==> src/rtl/load_store_unit_pkg.sv <==
// Shared definitions for the load/store unit.
//   lsu_state_e : access FSM states (IDLE, REQ, WAIT, DONE)
//   LSU_*       : funct3 access-size encodings carried on lsu_size
package load_store_unit_pkg;

    typedef enum logic [1:0] {
        ST_IDLE = 2'd0,
        ST_REQ  = 2'd1,
        ST_WAIT = 2'd2,
        ST_DONE = 2'd3
    } lsu_state_e;

    localparam logic [2:0] LSU_B  = 3'b000;
    localparam logic [2:0] LSU_H  = 3'b001;
    localparam logic [2:0] LSU_W  = 3'b010;
    localparam logic [2:0] LSU_BU = 3'b100;
    localparam logic [2:0] LSU_HU = 3'b101;

endpackage

==> src/rtl/lsu_align.sv <==
// Combinational lane steering for the load/store unit.
//   size_i     : funct3 access size
//   off_i      : Addr[1:0], byte offset within the word
//   wdata_i    : store data (rs2)
//   rdata_i    : raw word returned by memory
//   be_o       : byte enables for the bus
//   wdata_o    : store data replicated across all lanes
//   rdata_o    : selected lane, sign/zero-extended per size
//   misalign_o : access is misaligned or the size code is illegal
module lsu_align
    import load_store_unit_pkg::*;
(
    input  logic [2:0]  size_i,
    input  logic [1:0]  off_i,
    input  logic [31:0] wdata_i,
    input  logic [31:0] rdata_i,
    output logic [3:0]  be_o,
    output logic [31:0] wdata_o,
    output logic [31:0] rdata_o,
    output logic        misalign_o
);

    logic [7:0]  byte_lane;
    logic [15:0] half_lane;

    always_comb begin
        byte_lane  = rdata_i[{off_i, 3'b000} +: 8];
        half_lane  = off_i[1] ? rdata_i[31:16] : rdata_i[15:0];
        be_o       = '0;
        wdata_o    = wdata_i;
        rdata_o    = '0;
        misalign_o = 1'b0;
        case (size_i)
            LSU_B, LSU_BU: begin
                be_o    = 4'b0001 << off_i;
                wdata_o = {4{wdata_i[7:0]}};
                rdata_o = (size_i == LSU_B) ? {{24{byte_lane[7]}}, byte_lane}
                                            : {24'b0, byte_lane};
            end
            LSU_H, LSU_HU: begin
                misalign_o = off_i[0];
                be_o       = off_i[1] ? 4'b1100 : 4'b0011;
                wdata_o    = {2{wdata_i[15:0]}};
                rdata_o    = (size_i == LSU_H) ? {{16{half_lane[15]}}, half_lane}
                                               : {16'b0, half_lane};
            end
            LSU_W: begin
                misalign_o = |off_i;
                be_o       = 4'b1111;
                rdata_o    = rdata_i;
            end
            default: misalign_o = 1'b1;
        endcase
    end

endmodule

==> src/rtl/load_store_unit.sv <==
// Load/store unit: one data-memory access per instruction over a
// req/gnt/rvalid bus, using the ALU result as the effective address.
//   clk, rst              : clock, asynchronous active-low reset
//   lsu_valid/we/size     : access request from the core, held until lsu_done
//   Addr, WData           : byte address and store data
//   RData                 : formatted load data, held until the next completed load
//   lsu_done              : one-cycle completion pulse
//   stall                 : lsu_valid & ~lsu_done
//   misalign, bus_err     : completion status, valid with lsu_done
//   mem_req/we/addr/be/wdata, mem_gnt, mem_rvalid, mem_rdata : memory bus
// Optional watchdog: define LSU_TIMEOUT_EN to abort a WAIT lasting TIMEOUT
// cycles with bus_err; otherwise WAIT is unbounded and bus_err is tied 0.
module load_store_unit
    import load_store_unit_pkg::*;
#(
    parameter int unsigned TIMEOUT = 255
) (
    input  logic        clk,
    input  logic        rst,
    input  logic        lsu_valid,
    input  logic        lsu_we,
    input  logic [2:0]  lsu_size,
    input  logic [31:0] Addr,
    input  logic [31:0] WData,
    output logic [31:0] RData,
    output logic        lsu_done,
    output logic        stall,
    output logic        misalign,
    output logic        bus_err,
    output logic        mem_req,
    output logic        mem_we,
    output logic [31:0] mem_addr,
    output logic [3:0]  mem_be,
    output logic [31:0] mem_wdata,
    input  logic        mem_gnt,
    input  logic        mem_rvalid,
    input  logic [31:0] mem_rdata
);

    if (TIMEOUT < 1 || TIMEOUT > 255) begin : g_timeout_range
        $error("TIMEOUT must be within 1..255");
    end

    lsu_state_e  state_q, state_d;
    logic [31:0] rdata_q, rdata_d;
    logic        misalign_q, misalign_d;
    logic        mem_req_q, mem_req_d;
    logic        mem_we_q, mem_we_d;
    logic [31:0] mem_addr_q, mem_addr_d;
    logic [3:0]  mem_be_q, mem_be_d;
    logic [31:0] mem_wdata_q, mem_wdata_d;

    logic [3:0]  al_be;
    logic [31:0] al_wdata;
    logic [31:0] al_rdata;
    logic        al_mis;

`ifdef LSU_TIMEOUT_EN
    localparam logic [7:0] TMO_LAST = 8'(TIMEOUT - 1);
    logic [7:0] tmo_q, tmo_d;
    logic       bus_err_q, bus_err_d;
`endif

    // Size/offset come straight from the request inputs, which the core
    // holds stable until lsu_done, so load formatting in WAIT is still valid.
    lsu_align u_align (
        .size_i     (lsu_size),
        .off_i      (Addr[1:0]),
        .wdata_i    (WData),
        .rdata_i    (mem_rdata),
        .be_o       (al_be),
        .wdata_o    (al_wdata),
        .rdata_o    (al_rdata),
        .misalign_o (al_mis)
    );

    always_ff @(posedge clk or negedge rst) begin
        if (!rst) begin
            state_q     <= ST_IDLE;
            rdata_q     <= '0;
            misalign_q  <= 1'b0;
            mem_req_q   <= 1'b0;
            mem_we_q    <= 1'b0;
            mem_addr_q  <= '0;
            mem_be_q    <= '0;
            mem_wdata_q <= '0;
`ifdef LSU_TIMEOUT_EN
            tmo_q       <= '0;
            bus_err_q   <= 1'b0;
`endif
        end else begin
            state_q     <= state_d;
            rdata_q     <= rdata_d;
            misalign_q  <= misalign_d;
            mem_req_q   <= mem_req_d;
            mem_we_q    <= mem_we_d;
            mem_addr_q  <= mem_addr_d;
            mem_be_q    <= mem_be_d;
            mem_wdata_q <= mem_wdata_d;
`ifdef LSU_TIMEOUT_EN
            tmo_q       <= tmo_d;
            bus_err_q   <= bus_err_d;
`endif
        end
    end

    always_comb begin
        state_d     = state_q;
        rdata_d     = rdata_q;
        misalign_d  = misalign_q;
        mem_req_d   = mem_req_q;
        mem_we_d    = mem_we_q;
        mem_addr_d  = mem_addr_q;
        mem_be_d    = mem_be_q;
        mem_wdata_d = mem_wdata_q;
`ifdef LSU_TIMEOUT_EN
        tmo_d       = tmo_q;
        bus_err_d   = bus_err_q;
`endif
        case (state_q)
            ST_IDLE: begin
                if (lsu_valid) begin
                    if (al_mis) begin
                        state_d    = ST_DONE;
                        misalign_d = 1'b1;
                    end else begin
                        state_d     = ST_REQ;
                        mem_req_d   = 1'b1;
                        mem_we_d    = lsu_we;
                        mem_addr_d  = {Addr[31:2], 2'b00};
                        mem_be_d    = al_be;
                        mem_wdata_d = al_wdata;
                    end
                end
            end
            ST_REQ: begin
                if (mem_gnt) begin
                    state_d   = ST_WAIT;
                    mem_req_d = 1'b0;
`ifdef LSU_TIMEOUT_EN
                    tmo_d     = '0;
`endif
                end
            end
            ST_WAIT: begin
                // A response arriving in the expiry cycle still completes normally.
                if (mem_rvalid) begin
                    state_d = ST_DONE;
                    if (!lsu_we) begin
                        rdata_d = al_rdata;
                    end
                end
`ifdef LSU_TIMEOUT_EN
                else if (tmo_q == TMO_LAST) begin
                    state_d   = ST_DONE;
                    bus_err_d = 1'b1;
                end else begin
                    tmo_d = tmo_q + 8'd1;
                end
`endif
            end
            ST_DONE: begin
                state_d    = ST_IDLE;
                misalign_d = 1'b0;
`ifdef LSU_TIMEOUT_EN
                bus_err_d  = 1'b0;
`endif
            end
            default: state_d = ST_IDLE;
        endcase
    end

    assign RData     = rdata_q;
    assign lsu_done  = (state_q == ST_DONE);
    assign stall     = lsu_valid & ~lsu_done;
    assign misalign  = misalign_q;
    assign mem_req   = mem_req_q;
    assign mem_we    = mem_we_q;
    assign mem_addr  = mem_addr_q;
    assign mem_be    = mem_be_q;
    assign mem_wdata = mem_wdata_q;
`ifdef LSU_TIMEOUT_EN
    assign bus_err   = bus_err_q;
`else
    assign bus_err   = 1'b0;
`endif

endmodule

==> config.mk <==
export PLATFORM = sky130hd
export DESIGN_NAME = load_store_unit
export DESIGN_NICKNAME = d
export VERILOG_FILES = /design/src/rtl/load_store_unit_pkg.sv /design/src/rtl/lsu_align.sv /design/src/rtl/load_store_unit.sv
export SDC_FILE = /design/constraint.sdc
export NUM_CORES = 1
export LEC_CHECK = 0
export CAP_MARGIN = 20
export CELL_PAD_IN_SITES_DETAIL_PLACEMENT = 1
export CELL_PAD_IN_SITES_GLOBAL_PLACEMENT = 2
export CORE_UTILIZATION = 31
export CTS_BUF_LIST = sky130_fd_sc_hd__clkbuf_8
export DETAILED_ROUTE_END_ITERATION = 10
export PLACE_DENSITY = 0.86
export SLEW_MARGIN = 20
export SYNTH_ARGS = -nofsm -noshare
export SYNTH_HDL_FRONTEND = slang
export SYNTH_HIERARCHICAL = 1
export SYNTH_SLANG_ARGS = --single-unit
==> constraint.sdc <==
create_clock -name clk -period 3.06 [get_ports clk]
set_input_delay 0.612 -clock clk [delete_from_list [all_inputs] [get_ports clk]]
set_output_delay 0.612 -clock clk [all_outputs]
set_load 0.02 [all_outputs]
# Word level (Yosys, flattened, before mapping)
# Cells that the tools add are included.
word_totals:
  reg_bits: 103
  in_bits: 105
  output_inout_bits: 106
  elab_cells: 58
classes:
  eq_ne: 12
  shift: 2
  muxes: 20
  bitwise_logic: 4
  reduce_logical: 12
ops:
  columns: ["op", "n"]
  rows:
  - ["case mux 32 bit (3 select lines)", 1]
  - ["2-to-1 mux 32 bit", 2]
  - ["case mux 32 bit (2 select lines)", 1]
  - ["variable part select 32 x 6 -> 8 bit", 1]
  - ["2-to-1 mux 16 bit", 1]
  - ["case mux 4 bit (3 select lines)", 1]
  - ["AND reduction 3 bit", 4]
  - ["inequality test 2 bit (second input constant)", 5]
  - ["2-to-1 mux 2 bit", 4]
  - ["case mux 2 bit (4 select lines)", 1]
  - ["equality test 3 bit (second input constant)", 2]
  - ["OR reduction 2 bit", 3]
  - ["2-to-1 mux 1 bit", 5]
  - ["equality test 2 bit (second input constant)", 2]
  - ["2-to-1 mux 4 bit", 1]
  - ["case mux 1 bit (2 select lines)", 2]
  - ["AND reduction 4 bit", 1]
  - ["nonzero test 2 bit", 2]
  - ["left shift 1 x 2 -> 4 bit (first input constant)", 1]
  - ["equality test 3 x 1 -> 1 bit (second input constant)", 1]
  - ["equality test 3 x 2 -> 1 bit (second input constant)", 1]
  - ["logical NOT 3 bit", 1]
  - ["inverter 1 bit", 3]
  - ["case mux 1 bit (3 select lines)", 1]
  - ["3 further kinds", 3]

# Logic depth before layout (Yosys ltp)
depth:
  ltp_word: 6
  ltp_mapped: 8
  depth_no_buf: 5

# Modules after synthesis
# The synthesis kept the hierarchy.
by_module_without_submodules:
  columns: ["module", "instances", "cells_per_inst", "area_each_um2", "seq_area_each_um2"]
  rows:
  - ["load_store_unit", 1, 243, 4071.4, 2577.5]
  - ["lsu_align", 1, 168, 1246.2, 0.0]

# Least setup slack after synthesis
# No wires, ideal clock.
synth_path:
  kind: "input to register"
  startpoint: "in lsu_size[0]"
  endpoint: "reg mem_be_q[0], in the netlist mem_be[0]"
  setup_time_ps: 125
  arrival_time_ps: 2121
  t_required_ps: 2935
  path_slack_ps: 814
  cell_stages: 8
  path_buffers: 4
  path_cell_list: "buf_6 -> buf_2 -> nor2_1 -> a21oi_1 -> nand3b_4 -> buf_6 -> buf_6 -> mux2_4"
synth_between:
  elab_chain_len: 5
  elab_cells_between_ends: 11
  cone_classes: "4 x eq/ne; 2 x mux; 1 x bitwise; 4 x reduce/logical"
synth_lines:
  columns: ["element", "line_no", "text"]
  rows:
  - ["start: declaration", "load_store_unit.sv:22", "input logic [2:0] lsu_size,"]
  - ["equality test 3 bit, or another cell as far along", "lsu_align.sv:33", "case (size_i)"]
  - ["OR reduction 2 bit", "lsu_align.sv:33", null]
  - ["case mux 1 bit (3 select lines) (*)", "lsu_align.sv:33", null]
  - ["net al_mis", "load_store_unit.sv:56", "logic al_mis;"]
  - ["inverter 1 bit (no source line) (*)", null, null]
  - ["AND reduction 3 bit (no source line) (*)", null, null]
  - ["end signal: assignment", "load_store_unit.sv:98", "mem_be_q <= mem_be_d;"]
  - ["end: declaration", "load_store_unit.sv:50", "logic [3:0] mem_be_q, mem_be_d;"]
# Mark *: on every way through the listed nets, which the timed path passes. The rest lies on a longest branch.
# A chain may end at the register's enable or synchronous reset.

# Final worst setup path
layout_path:
  startpoint: "in lsu_valid"
  endpoint: "out stall"
layout_between:
  elab_chain_len: 1
layout_lines:
  columns: ["element", "line_no", "text"]
  rows:
  - ["start: declaration", "load_store_unit.sv:20", "input logic lsu_valid,"]
  - ["AND 1 bit", "load_store_unit.sv:175", "assign stall = lsu_valid & ~lsu_done;"]
  - ["end: declaration", "load_store_unit.sv:27", "output logic stall,"]
# No other way between the ends.

==> summary.txt <==
Status: completed
Die area: 0.0177 mm2
Routed length per instance: 19.4 um
Yosys warning count: 6
Proportion of power drawn by combinational gates: 52.2%
# Post-CTS Setup Buffers: 0
Most instantiated cells after synthesis: dfrtp_1, mux2_2, mux2_4
WP buf/inv: 3
Critical Path AT: 2020 ps
Synth async-reset ratio: 100%
Largest area contributor in the netlist: dfrtp_1
Critical path capture point type: output pin
Post-synthesis adder-cell area fraction: 1.18%
Die width: 133 um
Largest net degree at the start of global routing: 55
Num CTS Buffers: 9
Max-slew violation count: 0
Final net count: 717
DR iter-0 viols: 130
Fraction of layout cells with a size suffix above 1: 25.7%
Starting Density: 32.0%
Mux cell area share after synthesis: 29.8%
Largest family of logic cells by synthesized area: multiplexers
Setup slack after layout: 427 ps
Most frequent cell after synthesis: dfrtp_1
Setup crit start kind: primary input
Routed WL: 16100 um
Final Cycle Share: 86.1%
Via density: 4.92
Pwr dens: 886 mW/mm2
Routability cong.: 0.831
Congestion Overflow GR: 0
# hold bufs at CTS: 0
Clock share of power: 13.0%
Switch share: 36.8%
Critical path required time: 2450 ps
Post-Syn Area per Cell: 12.9 um2
Synthesized instance count: 411
Xor and xnor fraction of the mapped netlist area: 0%
Worst-case clock skew: 10.2 ps
Worst slew pin tran: 678 ps
Global-route wire length before repair: 25600 um
Sw power: 2.53 mW
Die height: 133 um
Crit Path Class: primary input to output pin
Filler instances: 1763
Worst-path clk slew: 100 ps
Synth cell types: 41
Drt first pass iters: 4
Slew headroom: 54.8%
Most used DFF post-synth: dfrtp_1
Core ar.: 0.0166 mm2
Post-synthesis simple-gate area fraction: 6.49%
Boundary pin count: 211
DP Area: 0.00756 mm2
Clk sinks: 103
Largest cells by area after synthesis: dfrtp_1, mux2_2, mux2_4
Share of the synthesized area in the top cell type: 48.5%
Finish-stage setup viols: 0
Cell breakdown of the critical path: clkdlybuf4s50_1 -> inv_1 -> nor2_1 -> clkdlybuf4s50_1
Max stage delay on crit path: 600 ps
Min-delay worst type: primary input to async pin
WHS: 257 ps
Std cell rows: 47
Via count: 4088
Post-layout util: 46.6%
Clock root buffer: clkbuf_8
Clk Latency, worst-skew pair: 380 ps
Layout overhead on the synthesized area: 45.9%
Remaining DRCs: 0
Sequential power share: 34.8%
Static leakage: 3.33 nW
Top delay family on crit path: buffers and inverters
Max cap viols: 0
Area used by multi-input combinational logic: 0.00245 mm2
Cell at the slowest stage of the critical path: clkdlybuf4s50_1
CTS tree: done
Worst vdd ir: 0.505 mV
Final instance area: 0.00776 mm2
Fmax: 380 MHz
Max Fanout on Critical Path: 4
Vias in the first global route: 4619
Post-Syn Area: 0.00532 mm2
Post-synthesis register bit count: 103
Antenna-violating nets left: 0
H-tree lvl count: 3
P_int: 4.34 mW
Total track usage: 19.0%
RSZ-0062 raised after global routing: false
Sequential cell area: 0.00258 mm2
Compound-Gate Fraction of Synth Area: 8.45%
Crit-path most repeated cell: clkdlybuf4s50_1
Post-cts sizing count: 0
HPWL after detailed placement: 12200 um
Place WS: 367 ps
Clock Path Buffers: 2
Fin. Hold Viols: 0
Initial antenna violation count: 0
Sum Neg Setup Slack: 0 ps
Sequential share of the synthesized area: 48.5%
I/O Buffers: 207
Diode count: 0
Fin crit period: 2630 ps
Number of flops mapped to enable cells by yosys: 0
[routing by layer]
| metal | GRT usage (%) | share of wire [%] | routed length (um) |
|---|---|---|---|
| met5 | 0 | 0 | 0 |
| met4 | 7.28 | 2.3 | 374 |
| met3 | 6.74 | 8.1 | 1300 |
| met2 | 31.6 | 49 | 7940 |
| met1 | 22.2 | 40 | 6470 |
[power groups by stage]
stage,sequential [mW],combinational [mW],clock (mW)
5_1_grt,2.48,3.79,0.985
3_5_place_dp,2.42,3.62,0
6_report,2.39,3.59,0.896
4_1_cts,2.41,3.64,0.929
2_1_floorplan,3.14,1.06,0
3_3_place_gp,2.37,3.54,0
[final cells by class]
| type | count | area share, % |
|---|---|---|
| sequential | 103 | 33.2 |
| timing repair buffer | 223 | 28.8 |
| clock buffer | 10 | 1.77 |
| clock inverter | 5 | 0.758 |
| tap | 220 | 3.55 |
| multi-input combinational | 265 | 31.6 |
| inverter | 5 | 0.242 |
[kinds of logic (layout without fill, tap and decap cells)]
| family | after synthesis | count (layout) |
|---|---|---|
| compound gates | 57 | 57 |
| simple gates | 64 | 64 |
| buf+inv | 45 | 243 |
| flops | 103 | 103 |
| fa+ha+maj | 5 | 5 |
| other cells | 1 | 3 |
| mux | 136 | 136 |
[state kept, by name, indices dropped and copies added, names as in the netlist]
signal / cells
RData: 32
mem_addr: 30
mem_be: 4
mem_req: 1
mem_wdata: 32
mem_we: 1
misalign: 1
state_q: 2
[per-stage QoR]
stage                     std cells  power (mW)
after global routing            831        7.26
final                           831        6.87
after floorplan                 413        4.20
after CTS                       831        6.97
after global placement          816        5.91
after detailed placement        816        6.03
[path summary, 6_finish.rpt]
kind,start,end,slack (ps),cells after the start
min in group clk,RData[18]$_DFFE_PN0P_,RData[18]$_DFFE_PN0P_,510,1
worst min register to register,RData[18]$_DFFE_PN0P_,RData[18]$_DFFE_PN0P_,510,1
max in group asynchronous,rst,mem_wdata[13]$_DFFE_PN0P_,2060,2
worst max register to register,state_q[1]$_DFFE_PN0P_,mem_req$_DFFE_PN0P_,1170,6
worst min-delay path,rst,RData[5]$_DFFE_PN0P_,260,1
worst max-delay path,lsu_valid,stall,430,4
[layout by cell type (no fill, tap or decap), drive strengths merged, types with 5 or more instances in the layout]
master and instances:
a221o 7, buf 18, clkbuf 10, clkdlybuf4s50 205, dfrtp 103, ha 5
inv 5, mux2 117, mux2i 19, nand2 16, nand3 18, nor2 15
o211ai 17, o21ai 14, o221ai 7
No activity file was read; power rests on OpenSTA's default activity.
==> variant 1 (same flow settings) <==
Encoding of `lsu_state_e`: now Gray code (2 bits for 4 states).
--- a/src/rtl/load_store_unit_pkg.sv
+++ b/src/rtl/load_store_unit_pkg.sv
@@ -6,6 +6,6 @@
     typedef enum logic [1:0] {
-        ST_IDLE = 2'd0,
-        ST_REQ  = 2'd1,
-        ST_WAIT = 2'd2,
-        ST_DONE = 2'd3
+        ST_IDLE = 2'b00,
+        ST_REQ  = 2'b01,
+        ST_WAIT = 2'b11,
+        ST_DONE = 2'b10
     } lsu_state_e;
Function: same outputs for any inputs over 4 cycles, from zero or initial values and one cycle with rst low; so few cycles prove little.
==> variant 1 against the original RTL <==
  * Worst setup slack gained 0.091 ns
  * Power shrank 0.54%
  * Final cell count shrank 0.48%
  * Cell area grew 0.37%
  * Sequential cell count is the same
  * Wire length shrank 0.93%
  * Synthesized area grew 2.4%
  * Die area grew 2.4%
  * Critical path type unchanged
  * Largest power group unchanged
==> variant 1: results (changes against the original RTL) <==
| Metric | Value |
|---|---|
| Outcome | `finished clean (unchanged)` |
| CTS clock-pin slew for the worst setup and hold paths | `0.10 ns (about the same)` |
| Vias in the first global route | `4,630 (was 4,619)` |
| R2R Path End | `RData[9]$_DFFE_PN0P_ (was mem_req$_DFFE_PN0P_)` |
| H-tree depth | `3 (unchanged)` |
| Total GRT Usage | `18.0% (was 19.0%)` |
| Global-route wire length before repair | `25,100 um (was 25,600 um)` |
| Reg-to-reg startpoint | `state_q[1]$_DFFE_PN0P_ (unchanged)` |
| Arr. time, crit path | `1.93 ns (was 2.02 ns)` |
| Sequential element share of the synthesized area | `47.3% (was 48.5%)` |
| R2r worst-path depth | `2 (was 6)` |
| Ant. Diodes | `0 (unchanged)` |
| Synth top area cells | `dfrtp_1, mux2_4, mux2_2, mux2i_1, buf_4 (was dfrtp_1, mux2_2, mux2_4, mux2i_1, o211ai_1)` |
| Slew @ Worst Pin | `0.825 ns (was 0.678 ns)` |
| LEAKAGE | `3.33 nW (about the same)` |
| DP Wirelength | `11,800 um (was 12,200 um)` |
| Hold_ws | `0.253 ns (was 0.257 ns)` |
| R2R Setup Slk | `1.14 ns (was 1.17 ns)` |
| Post-CTS setup buffers | `0 (unchanged)` |
| Clk buf depth | `2 (unchanged)` |
| Netlist cell types | `41 (unchanged)` |
| WL final | `15,900 um (was 16,100 um)` |
| Skew final | `0.0103 ns (was 0.0102 ns)` |
| Largest fanout on the critical path | `4 (unchanged)` |
| Fin nets | `702 (was 717)` |
| Post-CTS Resized | `0 (unchanged)` |
| Final Non-Filler Cells | `827 (was 831)` |
| Synth Instances | `402 (was 411)` |
| YS warnings | `6 (unchanged)` |
| Commonest cells in the netlist | `dfrtp_1, mux2_4, mux2_2, buf_4, mux2i_1 (was dfrtp_1, mux2_2, mux2_4, mux2i_1, nand3_1)` |
| Post-Place Cells | `811 (was 816)` |
| Via count | `4,041 (was 4,088)` |
| Largest net degree at the start of global routing | `64 (was 55)` |
| Async SR Flop Fraction | `100% (unchanged)` |
| Fraction of layout instances using a drive strength above 1 | `26.2% (was 25.7%)` |
| Filler cells | `1,830 (was 1,763)` |
| Clock Tree Root | `clkbuf_8 (unchanged)` |
| Placer Congestion | `0.836 (was 0.831)` |
| VDD IR max | `436 uV (was 505 uV)` |
==> variant 1: through the flow <==
stage	instance area [sq um]	setup WS [ns]	utilization, %
finish	7790	0.518	45.2
CTS	7790	0.485	45.2
floorplan	5450	0.738	-
global route	7790	0.444	45.2
detailed placement	7610	0.231	44.1
global placement	7610	0.305	44.1
==> variant 1: area by class of cell <==
class,instances,share of cell area (%)
inverter,2,0.0964
timing repair buffer,222,28.3
multi-input combinational,259,32.6
clock inverter,7,0.723
sequential,103,33.1
clock buffer,9,1.59
tap,225,3.62
==> variant 1: power by group <==
part,total (mW),internal [mW],switching [mW]
Combinational,3.59,2.02,1.58
Clock,0.826,0.307,0.520
Sequential,2.42,2.00,0.412
Total,6.84,4.33,2.51
==> variant 1: logic make-up (layout without fill, tap and decap cells) <==
group | count (synthesis) | after routing | synth area share [%]
multiplexers | 134 | 134 | 31.5
buffers and inverters | 42 | 240 | 6.20
AO/OA/AOI/OAI | 58 | 58 | 8.30
other | 1 | 3 | 0.0689
AND/OR/NAND/NOR | 64 | 64 | 6.57
flip-flops | 103 | 103 | 47.3
==> variant 1: worst max-delay path by stage <==
stage / cells after the start / startpoint / endpoint / slack, ns
6_report: 3 / lsu_valid / stall / 0.52
5_1_grt: 2 / state_q[1]$_DFFE_PN0P_ / lsu_done / 0.44
4_1_cts: 2 / state_q[1]$_DFFE_PN0P_ / lsu_done / 0.49
3_5_place_dp: 7 / lsu_size[0] / mem_addr[26]$_DFFE_PN0P_ / 0.23
3_3_place_gp: 7 / lsu_size[0] / mem_wdata[31]$_DFFE_PN0P_ / 0.31
2_1_floorplan: 9 / lsu_size[0] / mem_be[0]$_DFFE_PN0P_ / 0.74
==> variant 1: metal layers <==
| metal | track usage [%] | wire (um) |
|---|---|---|
| met3 | 5.56 | 1200 |
| met5 | 0 | 0 |
| met4 | 4.93 | 186 |
| met2 | 31.3 | 8070 |
| met1 | 21.5 | 6480 |
==> variant 1: critical path: stages <==
cell	delay, ns
clkdlybuf4s50_1	0.53
nor2b_1	0.15
clkdlybuf4s50_1	0.63
==> variant 2 (config.mk and constraints unchanged) <==
Made on the original files. Add a define of `LSU_TIMEOUT_EN`.
--- a/src/rtl/load_store_unit.sv
+++ b/src/rtl/load_store_unit.sv
@@ -12,2 +12,4 @@
 // cycles with bus_err; otherwise WAIT is unbounded and bus_err is tied 0.
+`define LSU_TIMEOUT_EN
+
 module load_store_unit
Behaviour: no difference found for any inputs over 4 cycles, from zero or initial values and one cycle with rst low; that may be too few to reach the edited logic, so the function may still have changed.
==> variant 2 against the original RTL <==
  * Power is 1.3% higher
  * Global-route usage shrank 0.60 points
  * Worst setup slack gained 0.053 ns
  * First-iteration DRC count up 19%
  * Non-clock buffer count unchanged
  * Critical path depth unchanged
  * Sequential cell count up 9
  * Cell area increased by 5.1%
  * Wire length grew 5.0%
  * Synthesized area is 7.6% higher
==> variant 2: results (changes against the original RTL) <==
| Metric | Value |
|---|---|
| Combinational group share of total power | `51.3% (was 52.2%)` |
| Netlist cell types | `50 (was 41)` |
| CP max stage delay | `0.62 ns (was 0.60 ns)` |
| DP Wirelength | `12,700 um (was 12,200 um)` |
| Fraction of layout instances using a drive strength above 1 | `24.6% (was 25.7%)` |
| LEAKAGE | `3.43 nW (was 3.33 nW)` |
| Pint | `4.35 mW (was 4.34 mW)` |
| Final Non-Filler Cells | `891 (was 831)` |
| Post-Place Cells | `876 (was 816)` |
| VDD IR max | `396 uV (was 505 uV)` |
| Slew @ Worst Pin | `0.733 ns (was 0.678 ns)` |
| Syn_area_per_cell | `12.4 sq um (was 12.9 sq um)` |
| Outcome | `finished clean (unchanged)` |
| Vias in the first global route | `4,943 (was 4,619)` |
| Total placed instance area | `7980 sq um (was 7560 sq um)` |
| Arr. time, crit path | `1.97 ns (was 2.02 ns)` |
| Global-route wire length before repair | `26,500 um (was 25,600 um)` |
| Initial DRC count | `155 (was 130)` |
| Largest net degree at the start of global routing | `59 (was 55)` |
| Vias per cell | `5.01 (was 4.92)` |
| Number of port buffers | `208 (was 207)` |
| First-pass iteration count of the detailed router | `4 (unchanged)` |
| WL per Instance | `19.0 um (was 19.4 um)` |
| P_seq | `2.54 mW (was 2.39 mW)` |
| Power Density | `853 nW/um^2 (was 886 nW/um^2)` |
| Place WS | `0.367 ns (about the same)` |
| Sequential element share of the synthesized area | `49.0% (was 48.5%)` |
-- variant 2: cell types whose count changed after synthesis, sizes merged, moves of 2 or more --
cell	delta
dfrtp	+9
nand2	+6
nand3	+6
a21oi	+5
o21ai	+4
a31oi	+3
a211o	+2
a22o	+2
and3	+2
nand2b	+2
-- variant 2: area by class of cell --
type | instances | area (sq um)
timing repair buffer | 223 | 2220
clock inverter | 5 | 40.0
sequential | 112 | 2800
tap | 229 | 287
inverter | 5 | 18.8
fill | 1917 | 9870
clock buffer | 10 | 138
multi-input combinational | 307 | 2650
-- variant 2: kinds of logic (layout without fill, tap and decap cells) --
| family | Yosys count | in the layout | synth area share [%] |
|---|---|---|---|
| multiplexers | 138 | 138 | 26.8 |
| flip-flops | 112 | 112 | 49.0 |
| AND/OR/NAND/NOR | 87 | 87 | 8.09 |
| AO/OA/AOI/OAI | 74 | 74 | 9.93 |
| buffers and inverters | 45 | 243 | 4.81 |
| adder cells (fa/ha/maj) | 6 | 6 | 1.31 |
| other | 1 | 2 | 0.0656 |
-- variant 2: final timing paths --
check	slack, ns	to	cells past startpoint	start
max	0.48	stall	4	lsu_valid
min	0.19	mem_addr[30]$_DFFE_PN0P_	2	rst
max reg2reg	1.20	tmo_q[6]$_DFFE_PN0P_	6	state_q[0]$_DFFE_PN0P_
min reg2reg	0.50	tmo_q[7]$_DFFE_PN0P_	1	tmo_q[7]$_DFFE_PN0P_
max in group asynchronous	2.18	RData[18]$_DFFE_PN0P_	2	rst
min in group clk	0.50	tmo_q[7]$_DFFE_PN0P_	1	tmo_q[7]$_DFFE_PN0P_
-- variant 2: layer usage --
layer,global-route usage (%),vias up
li1,-,2069
met1,22.6,2240
met2,30.8,130
met3,4.01,26
met4,8.03,0
met5,0,-
